## src/rtl/mdu_seq_pkg.sv

```systemverilog
// Shared constants and types for the sequential multiply/divide unit.
// Also holds the ALU control codes that mdu_seq drives onto the shared ALU.
package mdu_seq_pkg;

  localparam int ITER = 32;

  localparam logic [3:0] ALUC_ADD = 4'b0000;
  localparam logic [3:0] ALUC_SUB = 4'b0100;

  typedef enum logic [1:0] {
    ST_IDLE = 2'd0,
    ST_RUN  = 2'd1,
    ST_DONE = 2'd2
  } state_t;

  typedef enum logic {
    OP_MUL = 1'b0,
    OP_DIV = 1'b1
  } op_t;

endpackage

```

## src/rtl/mdu_seq_if.sv

```systemverilog
// Request/result bus of mdu_seq plus its port onto the shared add/sub ALU.
// The master side is the requester, which also provides the ALU result.
interface mdu_seq_if;

  logic        start;
  logic        op;
  logic [31:0] a;
  logic [31:0] b;
  logic        busy;
  logic        done;
  logic        div0;
  logic [31:0] hi;
  logic [31:0] lo;
  logic [31:0] alu_x;
  logic [31:0] alu_y;
  logic [3:0]  alu_aluc;
  logic [31:0] alu_r;

  modport master (
    output start, op, a, b, alu_r,
    input  busy, done, div0, hi, lo, alu_x, alu_y, alu_aluc
  );

  modport slave (
    input  start, op, a, b, alu_r,
    output busy, done, div0, hi, lo, alu_x, alu_y, alu_aluc
  );

endinterface

```

## src/rtl/mdu_step.sv

```systemverilog
// One iteration of shift-add multiply or restoring divide on the {hi, lo} pair.
// Drives the shared ALU operands and folds the ALU result back in the same cycle.
module mdu_step
  import mdu_seq_pkg::*;
(
  input  logic        en,
  input  op_t         op,
  input  logic [31:0] hi,
  input  logic [31:0] lo,
  input  logic [31:0] operand,
  input  logic [31:0] alu_r,
  output logic [31:0] alu_x,
  output logic [31:0] alu_y,
  output logic [3:0]  alu_aluc,
  output logic [31:0] hi_nxt,
  output logic [31:0] lo_nxt
);

  logic [31:0] shifted;
  logic        carry;

  // Partial remainder shifted left by one; hi[31] is its dropped 33rd bit.
  assign shifted = {hi[30:0], lo[31]};

  always_comb begin
    // NOTE: every output gets a default first so no path leaves one unassigned (no latch).
    alu_x    = '0;
    alu_y    = '0;
    alu_aluc = ALUC_ADD;
    hi_nxt   = hi;
    lo_nxt   = lo;
    carry    = 1'b0;
    if (en) begin
      if (op == OP_MUL) begin
        alu_x    = hi;
        alu_y    = lo[0] ? operand : 32'd0;
        alu_aluc = ALUC_ADD;
        // An unsigned add wrapped iff the sum came out below one of its addends.
        carry    = (alu_r < hi);
        hi_nxt   = {carry, alu_r[31:1]};
        lo_nxt   = {alu_r[0], lo[31:1]};
      end else begin
        alu_x    = shifted;
        alu_y    = operand;
        alu_aluc = ALUC_SUB;
        if (hi[31] || (shifted >= operand)) begin
          hi_nxt = alu_r;
          lo_nxt = {lo[30:0], 1'b1};
        end else begin
          hi_nxt = shifted;
          lo_nxt = {lo[30:0], 1'b0};
        end
      end
    end
  end

endmodule

```

## src/rtl/mdu_seq.sv

```systemverilog
// Sequential unsigned multiply/divide: IDLE -> RUN (ITER steps) -> DONE.
// Arithmetic goes through an external shared ALU, one operation per RUN cycle.
module mdu_seq
  import mdu_seq_pkg::state_t, mdu_seq_pkg::op_t, mdu_seq_pkg::ST_IDLE,
         mdu_seq_pkg::ST_RUN, mdu_seq_pkg::ST_DONE, mdu_seq_pkg::OP_MUL,
         mdu_seq_pkg::OP_DIV;
#(
  parameter int ITER = mdu_seq_pkg::ITER
) (
  input  logic       clk,
  input  logic       clrn,
  mdu_seq_if.slave   bus
);

  state_t      state_q, state_d;
  logic [4:0]  cnt_q;
  logic [31:0] opnd_q;
  logic [31:0] hi_q, lo_q;
  logic        div0_q;
  op_t         op_q;

  logic        accept, req_div0, last_iter;
  logic        run_en, busy, done;
  logic [31:0] hi_nxt, lo_nxt;

  assign accept    = (state_q == ST_IDLE) && bus.start;
  assign req_div0  = (op_t'(bus.op) == OP_DIV) && (bus.b == 32'd0);
  assign last_iter = (cnt_q == 5'(ITER - 1));

  always_ff @(posedge clk or negedge clrn) begin
    if (!clrn) state_q <= ST_IDLE;
    else       state_q <= state_d;
  end

  always_comb begin
    state_d = state_q;
    case (state_q)
      ST_IDLE: if (bus.start) state_d = req_div0 ? ST_DONE : ST_RUN;
      ST_RUN:  if (last_iter) state_d = ST_DONE;
      ST_DONE: state_d = ST_IDLE;
      default: state_d = ST_IDLE;
    endcase
  end

  always_comb begin
    busy   = (state_q == ST_RUN);
    done   = (state_q == ST_DONE);
    run_en = busy;
  end

  mdu_step u_step (
    .en       (run_en),
    .op       (op_q),
    .hi       (hi_q),
    .lo       (lo_q),
    .operand  (opnd_q),
    .alu_r    (bus.alu_r),
    .alu_x    (bus.alu_x),
    .alu_y    (bus.alu_y),
    .alu_aluc (bus.alu_aluc),
    .hi_nxt   (hi_nxt),
    .lo_nxt   (lo_nxt)
  );

  // NOTE: clocked state uses non-blocking assignments so every register samples pre-edge values.
  always_ff @(posedge clk or negedge clrn) begin
    if (!clrn) begin
      cnt_q  <= '0;
      opnd_q <= '0;
      hi_q   <= '0;
      lo_q   <= '0;
      div0_q <= 1'b0;
      op_q   <= OP_MUL;
    end else if (accept) begin
      cnt_q  <= '0;
      opnd_q <= bus.b;
      op_q   <= op_t'(bus.op);
      div0_q <= req_div0;
      // Divide by zero skips RUN: quotient saturates, remainder is the dividend.
      hi_q   <= req_div0 ? bus.a : 32'd0;
      lo_q   <= req_div0 ? 32'hFFFF_FFFF : bus.a;
    end else if (run_en) begin
      cnt_q  <= cnt_q + 5'd1;
      hi_q   <= hi_nxt;
      lo_q   <= lo_nxt;
    end
  end

  assign bus.busy = busy;
  assign bus.done = done;
  assign bus.div0 = div0_q;
  assign bus.hi   = hi_q;
  assign bus.lo   = lo_q;

endmodule

```

## src/flat_wrapper.sv

```systemverilog
// flat-port wrapper written by rule: the top's interface ports become plain ports
module mdu_seq_flat import mdu_seq_pkg::state_t, mdu_seq_pkg::op_t, mdu_seq_pkg::ST_IDLE,
         mdu_seq_pkg::ST_RUN, mdu_seq_pkg::ST_DONE, mdu_seq_pkg::OP_MUL,
         mdu_seq_pkg::OP_DIV;
#(
  parameter int ITER = mdu_seq_pkg::ITER
)
  (clk, clrn, bus_start, bus_op, bus_a, bus_b, bus_alu_r, bus_busy, bus_done, bus_div0, bus_hi, bus_lo, bus_alu_x, bus_alu_y, bus_alu_aluc);
  mdu_seq_if bus_i ();
  input  logic clk;
  input  logic clrn;
  input wire logic [$bits(bus_i.start)-1:0] bus_start;
  input wire logic [$bits(bus_i.op)-1:0] bus_op;
  input wire logic [$bits(bus_i.a)-1:0] bus_a;
  input wire logic [$bits(bus_i.b)-1:0] bus_b;
  input wire logic [$bits(bus_i.alu_r)-1:0] bus_alu_r;
  output wire logic [$bits(bus_i.busy)-1:0] bus_busy;
  output wire logic [$bits(bus_i.done)-1:0] bus_done;
  output wire logic [$bits(bus_i.div0)-1:0] bus_div0;
  output wire logic [$bits(bus_i.hi)-1:0] bus_hi;
  output wire logic [$bits(bus_i.lo)-1:0] bus_lo;
  output wire logic [$bits(bus_i.alu_x)-1:0] bus_alu_x;
  output wire logic [$bits(bus_i.alu_y)-1:0] bus_alu_y;
  output wire logic [$bits(bus_i.alu_aluc)-1:0] bus_alu_aluc;
  assign bus_i.start = bus_start;
  assign bus_i.op = bus_op;
  assign bus_i.a = bus_a;
  assign bus_i.b = bus_b;
  assign bus_i.alu_r = bus_alu_r;
  assign bus_busy = bus_i.busy;
  assign bus_done = bus_i.done;
  assign bus_div0 = bus_i.div0;
  assign bus_hi = bus_i.hi;
  assign bus_lo = bus_i.lo;
  assign bus_alu_x = bus_i.alu_x;
  assign bus_alu_y = bus_i.alu_y;
  assign bus_alu_aluc = bus_i.alu_aluc;
  mdu_seq #(.ITER(ITER)) u_core (.clk(clk), .clrn(clrn), .bus(bus_i));
endmodule
```

## config.mk

```make
export PLATFORM = sky130hd
export DESIGN_NAME = mdu_seq_flat
export DESIGN_NICKNAME = d
export VERILOG_FILES = /design/src/rtl/mdu_seq_pkg.sv /design/src/rtl/mdu_seq_if.sv /design/src/rtl/mdu_step.sv /design/src/rtl/mdu_seq.sv /design/src/flat_wrapper.sv
export SDC_FILE = /design/constraint.sdc
export NUM_CORES = 1
export LEC_CHECK = 0
export BUFFER_PORTS_ARGS = -buffer_cell sky130_fd_sc_hd__buf_4
export CAP_MARGIN = 20
export CORE_AREA = 2 2 168 104
export CTS_CLUSTER_DIAMETER = 100
export CTS_CLUSTER_SIZE = 30
export DETAILED_ROUTE_END_ITERATION = 10
export DIE_AREA = 0 0 170 106
export PLACE_DENSITY = 0.81
export SLEW_MARGIN = 20
export SYNTH_ARGS = -nofsm -noshare
export SYNTH_HDL_FRONTEND = slang
export SYNTH_SLANG_ARGS = --single-unit
```

## constraint.sdc

```tcl
create_clock -name clk -period 4.3 [get_ports clk]
set_input_delay 0.645 -clock clk [delete_from_list [all_inputs] [get_ports clk]]
set_output_delay 0.645 -clock clk [all_outputs]
set_load 0.01 [all_outputs]
```

**Yosys cells after proc, flatten, opt, wreduce, memory -nomap -nowiden**

Cells that the tools add are included.

- Add/sub/neg operators: 1
- Order comparisons: 2
- Eq/ne operators: 5
- Muxes and demuxes: 23
- Reductions and logical operators: 7

Operators by type and width:

| cell | count |
|---|---|
| two-way mux 32 bit | 14 |
| >= comparator 32 bit | 1 |
| logical NOT 32 bit | 1 |
| less-than comparator 32 bit | 1 |
| two-way mux 5 bit | 2 |
| two-way mux 2 bit | 3 |
| two-way mux 3 bit | 2 |
| adder 5 x 1 -> 5 bit (second input constant) | 1 |
| == test 5 bit (second input constant) | 1 |
| one-hot mux 2 bit (2 select lines) | 1 |
| == test 2 x 1 -> 1 bit (second input constant) | 1 |
| == test 2 bit (second input constant) | 1 |
| logical AND 1 bit | 2 |
| logical NOT 2 bit | 1 |
| inequality test 2 x 1 -> 1 bit (second input constant) | 1 |
| inequality test 2 bit (second input constant) | 1 |
| AND reduction 2 bit | 1 |
| nonzero test 2 bit | 1 |
| logical OR 1 bit | 1 |
| two-way mux 1 bit | 1 |

- Flip-flop bits (word level): 105
- Input port bits: 100
- Output and inout port bits: 135
- Logic and storage cells: 45

**Longest topological paths before layout**

Gate-level depths: netlist of the first run.

- Depth after elaboration: 6
- Mapped depth: 10
- Mapped depth without buffers: 9

**Modules after synthesis**

A second synthesis of the first run with hierarchy kept.

- Cell total of the unflattened synthesis: 1153
- Area total of the unflattened synthesis: 9218.8 sq um

By module, submodules not included:

| module | times used | cells each | area each (sq um) | seq. area each (sq um) |
|---|---|---|---|---|
| mdu_seq | 1 | 522 | 5072.4 | 2627.5 |
| mdu_step | 1 | 631 | 4146.5 | 0.0 |

**Worst setup path after synthesis of the first run**

Ideal clock, no wire load.

- Kind: register to register
- From: reg u_core.lo_q[31], in the netlist u_core.bus.lo[31]
- To: reg u_core.hi_q[10], in the netlist u_core.bus.hi[10]
- Library setup time: 0.142 ns
- Arrival: 2.170 ns
- Required time: 4.158 ns
- Slack: 1.988 ns
- Cell stages (with the launch flop): 11
- Buffers on the path: 1
- Period minus slack after synthesis: 2.312 ns
- Cell sequence: dfrtp_1 inv_1 ha_1 nand2b_1 a2111oi_0 a21oi_1 a211oi_2 a211oi_1 clkbuf_1 o21ai_0 a32oi_1

- Word-level cells in the longest chain between the ends: 6

Ends and longest elaborated chain:

| item | RTL line | source |
|---|---|---|
| start: declaration | mdu_seq.sv:18 | `logic [31:0] hi_q, lo_q;` |
| start signal: assignment | mdu_seq.sv:81 | `lo_q <= req_div0 ? 32'hFFFF_FFFF : bus.a;` |
| start signal: assignment | mdu_seq.sv:85 | `lo_q <= lo_nxt;` |
| >= comparator 32 bit | mdu_step.sv:46 | `if (hi[31] \|\| (shifted >= operand)) begin` |
| logical OR 1 bit | mdu_step.sv:46 |  |
| two-way mux 32 bit | mdu_step.sv:46 |  |
| two-way mux 32 bit | mdu_step.sv:34 | `if (op == OP_MUL) begin` |
| two-way mux 32 bit | mdu_seq.sv:82 | `end else if (run_en) begin` |
| two-way mux 32 bit | mdu_seq.sv:74 | `end else if (accept) begin` |
| end signal: assignment | mdu_seq.sv:80 | `hi_q <= req_div0 ? bus.a : 32'd0;` |
| end signal: assignment | mdu_seq.sv:84 | `hi_q <= hi_nxt;` |
| end: declaration | mdu_seq.sv:18 |  |

No other way between the ends. The select of a mux whose other input is x is not followed.
A chain may end at the register's enable or synchronous reset.

**Worst setup path in the final report of the first run**

- From: reg u_core.lo_q[31], in the netlist u_core.bus.lo[31]
- To: reg u_core.lo_q[0], in the netlist u_core.bus.lo[0]

- Word-level cells in the longest chain between the ends: 6

Ends and longest elaborated chain:

| item | RTL line |
|---|---|
| >= comparator 32 bit | mdu_step.sv:46 |
| logical OR 1 bit | mdu_step.sv:46 |
| two-way mux 1 bit | mdu_step.sv:46 |
| two-way mux 32 bit | mdu_step.sv:34 |
| two-way mux 32 bit | mdu_seq.sv:82 |
| two-way mux 32 bit | mdu_seq.sv:74 |

No other way between the ends. The select of a mux whose other input is x is not followed.

==> results of run 1 <==
-- routing by layer --
layer | vias up | global-route usage (%)
li1 | 3700 | -
met1 | 3816 | 44.3
met2 | 530 | 44.1
met3 | 44 | 6.96
met4 | 0 | 6.41
met5 | - | 0
-- sequential cells by signal, indices dropped and copies added, names as in the netlist --
signal and cells:
u_core.op_q 1, u_core.cnt_q 5, u_core.opnd_q 32, u_core.bus.lo 32, u_core.bus.div0 1, u_core.state_q 2, u_core.bus.hi 32
-- cell families after synthesis --
group                    Yosys count  synth area share [%]
buffers and inverters            138                  7.62
adder cells (fa/ha/maj)           65                  10.6
multiplexers                      63                  8.24
other                              1                0.0490
flip-flops                       105                  34.3
AND/OR/NAND/NOR                  306                  17.8
AO/OA/AOI/OAI                    232                  21.4
-- Yosys cell counts (2+ instances only) --
library cell | n | share of area [%]
a22o_1 | 2 | 0.23
and2_1 | 2 | 0.16
o311ai_0 | 31 | 3.5
mux2i_1 | 63 | 8.2
a21boi_0 | 3 | 0.29
buf_1 | 10 | 0.49
nor2b_1 | 2 | 0.16
o22ai_1 | 2 | 0.16
a32oi_1 | 30 | 3.4
dfrtp_1 | 105 | 34
a2111oi_0 | 3 | 0.34
clkbuf_1 | 45 | 2.2
a211oi_1 | 3 | 0.29
buf_6 | 6 | 0.88
and4_1 | 2 | 0.23
nor3_1 | 32 | 2.1
a21o_1 | 6 | 0.59
o21ai_0 | 77 | 5.0
a221oi_1 | 31 | 3.5
nand2b_1 | 3 | 0.25
nor4_1 | 7 | 0.57
buf_2 | 7 | 0.46
buf_4 | 3 | 0.29
o21a_1 | 5 | 0.49
o211ai_1 | 2 | 0.20
ha_1 | 65 | 11
nand3_1 | 39 | 2.5
nand4_1 | 12 | 0.98
inv_1 | 66 | 3.2
a31oi_1 | 2 | 0.16
nor2_1 | 56 | 2.7
a211o_1 | 3 | 0.34
a21oi_1 | 22 | 1.4
nand2_1 | 143 | 7.0
-- report_power, final --
group	switching, W	internal, W
clock	0.000408	0.000476
sequential	0.000692	0.00148
combinational	0.00260	0.00230
-- cell type report --
class	instances	area, um^2
inverters	67	251
clock buffers	10	239
well taps	214	268
flip-flops and latches	105	2630
multi-input cells	669	4480
clock inverters	6	73.8
repair buffers	247	1870
fillers	1519	6850
-- how the worst min path moves through the flow --
stage | cells past startpoint | slack, ps | startpoint | endpoint
finish | 1 | 380 | clrn | u_core.bus.lo[19]
global route | 1 | 450 | clrn | u_core.bus.lo[20]
CTS | 1 | 420 | clrn | u_core.bus.lo[18]
detailed placement | 1 | 480 | u_core.cnt_q[3] | u_core.cnt_q[3]
global placement | 1 | 480 | u_core.cnt_q[3] | u_core.cnt_q[3]
floorplan | 0 | 350 | clrn | u_core.bus.div0
-- metrics by stage --
step / total power (W) / cells / cell area [um^2] / hold slack [ps]
final: 0.00796 / 1318 / 9810 / 382
after global routing: 0.00860 / 1318 / 9810 / 454
after CTS: 0.00793 / 1318 / 9810 / 423
after detailed placement: 0.00702 / 1302 / 9500 / 484
after global placement: 0.00685 / 1302 / 9500 / 476
after floorplan: 0.00488 / 912 / 7660 / 349
-- worst max-delay path: stages, from the launching register on --
cell	delay, ps
dfrtp_1	420
inv_1	150
ha_1	250
nand2b_1	140
a2111oi_0	390
a21oi_1	100
a211oi_2	380
a31o_2	750
a31oi_1	170
a211o_1	250
==> reports/metrics.cfg, run 1 <==
[outcome]
outcome = finished clean

[yosys]
ys_ff_latch = 105
yosysUniqueCellTypes = 54
syn_area_mm2 = 0.00766
yosysWarningCount = 0
synth_edf_count = 0
syn_inst = 910
async_flop_share_pct = 100
synth_ff_type = dfrtp_1
syn_avg_cell_area_um2 = 8.41
seq_area_frac_synth_pct = 34.3

[final_layout]
drive_above_1_share_pct = 25.5
layout.nets = 1264
post-route-util_pct = 58.9
final_cell_mix = buf_4, nand2_1, dfrtp_1
n_antenna_cell = 0
syn_to_final_growth_pct = 28.2
mostFrequentLayoutCell = buf_4

[route]
wl_met1_mm = 12.3
drt-vias-per-instance = 6.14
first_pass_iters = 5
routedWlPerCell_um = 20.8
wl_met2_mm = 11.7
drt_iter0_markers = 1055
top_layer = met4
drt_wl_total_mm = 27.5
drc = 0
num_vias = 8090
wl_met3_mm = 2.98
antenna_left = 0

[clock_tree]
clk_path_buf_depth = 2
post_cts_resized = 0
cts_buffers = 9
cts_htree_levels = 3
postCtsHoldBufs = 0
insertion_delay_ps = 360
cts_tree = done
clkSlewWorstSetupHoldPaths_ps = 80
post_cts_buffers = 0
cts_num_sinks = 105
cts-root-buf = clkbuf_16

[run]
cap_violations = 0

[pwr]
p_leak_nw = 4.65
peakVddDrop_uv = 434
power_density_mw_per_mm2 = 811

[timing]
maxSlewViolCount = 0
maxSlewHeadroom_pct = 41.9
tns_ps = 0
rsz0062_at_grt = no
setup_viol = 0
hold_violations = 0
tightest_slew_ps = 872
skew_ps = 13.2
finalCritPeriodShare_pct = 72.6
worst_slack_ps = 1180
max_freq_mhz = 320
period_minus_slack_ps = 3120

[die]
rows = 37
initial_core_util_pct = 45.9
io_pins = 235
die_h_um = 106
die-area_mm2 = 0.0180
core_area_mm2 = 0.0167
die_w_um = 170

[worst_setup_path]
rr_endpoint = u_core.bus.lo[0]
crit_type = register to register
crit_required_ps = 4530
ff2ff_path_depth = 9
critPathArrivalTime_ps = 3360
r2r_slack_ps = 1180
endpoint = u_core.bus.lo[0]
critPathCaptureType = register
r2r-start = u_core.bus.lo[31]
worstSetupStartpointType = register
cp-startpoint = u_core.bus.lo[31]
worstPathMaxFanout = 32

[hold_path]
hp-class = input port to async pin

[grt]
grt_pass1_wl_mm = 42.1
grt_overflow = 0
grt_pass1_vias = 7399
antenna_found_initial = 0
grt_usage_pct = 29.8
grt_max_degree = 65

[placement]
place_congestion = 0.917
place_ws_ps = 1040
place_hpwl_mm = 20.1
portBuffers = 231

Power figures use the tool's default switching activity.
==> run 2: changes to the inputs <==
clock period = 2.9 ns   (was 4.3 ns; I/O delays follow)
==> reports/metrics.cfg, run 2 (synthesis gave the netlist of run 1 again) <==
[pwr]
p_sw_w = 0.00553
peakVddDrop_uv = 655
p_sw_share_pct = 45.9
power_density_mw_per_mm2 = 1200
seq_power_share_pct = 25.7
intPower_w = 0.00652
p_clk_share_pct = 10.9
p_leak_nw = 4.76
power_frac_comb_pct = 63.4

[die]
io_pins = 235
rows = 37
die-area_mm2 = 0.0180
die_h_um = 106
initial_core_util_pct = 45.9
die_w_um = 170
core_area_mm2 = 0.0167

[timing]
maxSlewHeadroom_pct = 52.4
finalCritPeriodShare_pct = 95.3
setup_viol = 0
skew_ps = 15.3
period_minus_slack_ps = 2760
hold_violations = 0
max_freq_mhz = 362
maxSlewViolCount = 0
tightest_slew_ps = 713
hold_ws_ps = 123

[grt]
grt_pass1_vias = 7655
antenna_found_initial = 0
grt_max_degree = 65
grt_overflow = 0
grt_pass1_wl_mm = 42.6
grt_usage_pct = 30.1

[run]
cap_violations = 0

[final_layout]
mostFrequentLayoutCell = buf_4
stdcell_area_mm2 = 0.0100
layout.nets = 1284
finalNonFillerCells = 1338
n_antenna_cell = 0
syn_to_final_growth_pct = 31.0
drive_above_1_share_pct = 26.7
final_cell_mix = buf_4, nand2_1, dfrtp_1
multiInputGateArea_mm2 = 0.00449
fillers = 1480
seqCellArea_mm2 = 0.00263
post-route-util_pct = 60.2

[worst_setup_path]
crit_slowest_cell = dfrtp_1
cp_cell_sequence = inv_1 > ha_1 > nand2b_1 > a2111oi_0 > a21oi_1 > a211oi_2 > buf_4 > a211oi_2 > buf_4 > o21ai_0 > a32oi_1
critPathCaptureType = register
critPathArrivalTime_ps = 2970
ff2ff_path_depth = 11
cp-startpoint = u_core.bus.lo[31]
max_stage_delay_ps = 390
crit_required_ps = 3110
crit_type = register to register
worstPathMaxFanout = 31
endpoint = u_core.bus.hi[8]
r2r_slack_ps = 140
rr_endpoint = u_core.bus.hi[8]
r2r-start = u_core.bus.lo[31]
worstSetupStartpointType = register

[clock_tree]
insertion_delay_ps = 350
clkSlewWorstSetupHoldPaths_ps = 70
cts_num_sinks = 105
cts_tree = done
clk_path_buf_depth = 2
cts_buffers = 9
cts_htree_levels = 3
postCtsHoldBufs = 0
cts-root-buf = clkbuf_16

[route]
wl_met1_mm = 12.0
drt_wl_total_mm = 27.5
wl_met2_mm = 12.1
first_pass_iters = 6
drt-vias-per-instance = 6.14
wl_met3_mm = 3.09
antenna_left = 0
top_layer = met4
drc = 0
routedWlPerCell_um = 20.6
num_vias = 8213
drt_iter0_markers = 988

[outcome]
outcome = finished clean

[placement]
place_area_mm2 = 0.00968
place_hpwl_mm = 20.5
dp_cells = 1320
place_congestion = 0.927
portBuffers = 231

[hold_path]
hp-class = input port to async pin

## run 2: worst max-delay path: cells and delay by family (launching register included)
kind,cells,cell delay (ps)
buffers and inverters,3,520
AO/OA/AOI/OAI,6,1280
adder cells (fa/ha/maj),1,280
flip-flops,1,390
AND/OR/NAND/NOR,1,150
## run 2: area by class of cell
cell class              count  share of cell area [%]
clock inverters             3                   0.462
inverters                  67                    2.51
clock buffers              13                    2.70
repair buffers            267                    20.6
well taps                 214                    2.67
multi-input cells         669                    44.8
flip-flops and latches    105                    26.2
## run 2: layer usage
layer	global-route usage [%]	vias up
met1	43.5	3935
met5	0	-
met3	6.66	28
met4	5.80	0
li1	-	3737
met2	46.5	513
## run 2: worst min path at each step
| stage | startpoint | endpoint | slack, ps | cells after the start |
|---|---|---|---|---|
| floorplan | clrn | u_core.bus.div0 | 140 | 0 |
| global placement | u_core.cnt_q[3] | u_core.cnt_q[3] | 470 | 1 |
| detailed placement | u_core.cnt_q[4] | u_core.cnt_q[4] | 500 | 1 |
| CTS | clrn | u_core.bus.lo[17] | 140 | 1 |
| global route | clrn | u_core.bus.lo[17] | 170 | 1 |
| finish | clrn | u_core.bus.lo[17] | 120 | 1 |
## run 2: timing repair
action,4_1_cts,5_1_grt
buffers inserted,0,2
endpoints found under the setup margin,0,7
gates resized for setup,0,1
## run 2: power groups by stage
stage	clock (W)	sequential, W	combinational, W
floorplan	0	0.00299	0.00424
CTS	0.00134	0.00308	0.00751
finish	0.00132	0.00309	0.00764
detailed placement	0	0.00310	0.00746
global placement	0	0.00307	0.00724
global route	0.00139	0.00318	0.00843
## run 2: through the flow
stage | total power (W) | TNS (ps) | setup WS [ps]
after CTS | 0.0119 | 0 | 176
after global placement | 0.0103 | 0 | 139
final | 0.0121 | 0 | 137
after detailed placement | 0.0106 | 0 | 120
after global routing | 0.0130 | -19.5 | -19.0
after floorplan | 0.00724 | 0 | 588
==> run 3: changes to the inputs <==
PLACE_DENSITY = 0.74   (was 0.81)
==> reports/metrics.cfg, run 3 (synthesis gave the netlist of run 1 again) <==
[route]
wl_met1_mm = 12.0
top_layer = met4
antenna_left = 0
routedWlPerCell_um = 20.3
first_pass_iters = 5
drc = 0
drt_iter0_markers = 847
drt_wl_total_mm = 27.2
wl_met2_mm = 11.8
num_vias = 8073
wl_met3_mm = 2.88
drt-vias-per-instance = 6.02

[timing]
tightest_slew_ps = 728
skew_ps = 9.90
period_minus_slack_ps = 2770
worst_slack_ps = 126
finalCritPeriodShare_pct = 95.7
hold_violations = 0
max_freq_mhz = 360
maxSlewHeadroom_pct = 51.4
maxSlewViolCount = 0
setup_viol = 0

[worst_setup_path]
worstSetupStartpointType = register
cp-startpoint = u_core.bus.lo[31]
r2r_slack_ps = 130
critPathCaptureType = register
crit_slowest_cell = a2111oi_2
max_stage_delay_ps = 450
worstPathMaxFanout = 11
critPathArrivalTime_ps = 3040
crit_required_ps = 3170
endpoint = u_core.bus.hi[9]
r2r-start = u_core.bus.lo[31]
rr_endpoint = u_core.bus.hi[9]
cp_cell_sequence = inv_1 > ha_1 > nand2b_1 > a2111oi_2 > a21oi_1 > a211oi_2 > a31o_2 > buf_4 > nand3_1 > a32oi_1
ff2ff_path_depth = 10
crit_type = register to register

[grt]
grt_overflow = 0
grt_pass1_wl_mm = 42.1
antenna_found_initial = 0
grt_pass1_vias = 7487
grt_usage_pct = 29.7
grt_max_degree = 68

[placement]
place_hpwl_mm = 20.0
dp_cells = 1323
place_congestion = 0.895
portBuffers = 231
place_ws_ps = 269
place_area_mm2 = 0.00972

[clock_tree]
cts_num_sinks = 105
cts_tree = done
insertion_delay_ps = 360
clk_path_buf_depth = 2
cts_htree_levels = 3
cts-root-buf = clkbuf_16
cts_buffers = 9
clkSlewWorstSetupHoldPaths_ps = 80

[pwr]
peakVddDrop_uv = 734
p_leak_nw = 4.77
intPower_w = 0.00641
p_clk_share_pct = 10.2
p_sw_share_pct = 46.2
p_sw_w = 0.00551
seq_power_share_pct = 25.4
power_density_mw_per_mm2 = 1190
power_frac_comb_pct = 64.4

[final_layout]
syn_to_final_growth_pct = 30.8
finalNonFillerCells = 1340
fillers = 1490
mostFrequentLayoutCell = buf_4
stdcell_area_mm2 = 0.0100
drive_above_1_share_pct = 27.0
layout.nets = 1286
post-route-util_pct = 60.1
n_antenna_cell = 0
final_cell_mix = buf_4, nand2_1, dfrtp_1

[die]
io_pins = 235
initial_core_util_pct = 45.9
die-area_mm2 = 0.0180
core_area_mm2 = 0.0167
rows = 37
die_h_um = 106
die_w_um = 170

[hold_path]
hp-class = input port to async pin

[outcome]
outcome = finished clean

[run]
cap_violations = 0

[run 3: cell count changes in the layout (fill, tap and decap cells not counted), sizes merged]
| cell | previous run | this run |
|---|---|---|
| buf | 267 | 269 |
| clkbuf | 13 | 11 |
| clkinv | 1 | 3 |
| inv | 67 | 69 |
| bufinv | 1 | 0 |
| clkinvlp | 1 | 0 |
[run 3: worst min-delay path by stage]
stage,startpoint,to,slack [ps],cells after the start
after global routing,clrn,u_core.bus.lo[6],100,2
after CTS,clrn,u_core.bus.lo[6],90,2
final,clrn,u_core.bus.lo[6],60,2
after floorplan,clrn,u_core.bus.div0,140,0
after detailed placement,clrn,u_core.bus.lo[6],470,2
after global placement,u_core.cnt_q[3],u_core.cnt_q[3],470,1
[run 3: metal layers]
layer | vias to the layer above | track usage, %
met5 | - | 0
met4 | 0 | 7.14
met3 | 44 | 7.26
met2 | 474 | 44.5
met1 | 3813 | 43.0
li1 | 3742 | -
[run 3: power groups by stage]
| stage | combinational, W | clock [W] | sequential, W |
|---|---|---|---|
| after floorplan | 0.00424 | 0 | 0.00299 |
| after global placement | 0.00736 | 0 | 0.00301 |
| after detailed placement | 0.00753 | 0 | 0.00303 |
| after CTS | 0.00759 | 0.00123 | 0.00301 |
| after global routing | 0.00845 | 0.00129 | 0.00313 |
| final | 0.00768 | 0.00122 | 0.00303 |
[run 3: critical path, delay by kind of cell, from the launching register on]
kind / cells / cell delay (ps)
buffers and inverters: 2 / 320
and+or+nand+nor: 2 / 280
AOI/OAI and AO/OA: 5 / 1420
adders and majority gates: 1 / 290
DFF: 1 / 390
[run 3: what timing repair did]
item	CTS	global route
setup endpoints to repair	0	23
setup buffers	0	1
hold buffers	0	0
resized for setup	0	2
[run 3: area by class of cell]
type / count / area, um^2 / share of cell area [%]
multi-input combinational: 669 / 4490 / 44.8
tap: 214 / 268 / 2.67
clock inverter: 5 / 36.3 / 0.362
inverter: 67 / 251 / 2.51
timing repair buffer: 269 / 2090 / 20.9
clock buffer: 11 / 243 / 2.42
sequential: 105 / 2630 / 26.3
[run 3: stage by stage]
step / hold slack, ps / power, W / TNS, ps
finish: 58.7 / 0.0119 / 0
CTS: 94.2 / 0.0118 / 0
global route: 96.0 / 0.0129 / -44.2
global placement: 471 / 0.0104 / 0
detailed placement: 474 / 0.0106 / 0
floorplan: 139 / 0.00724 / 0
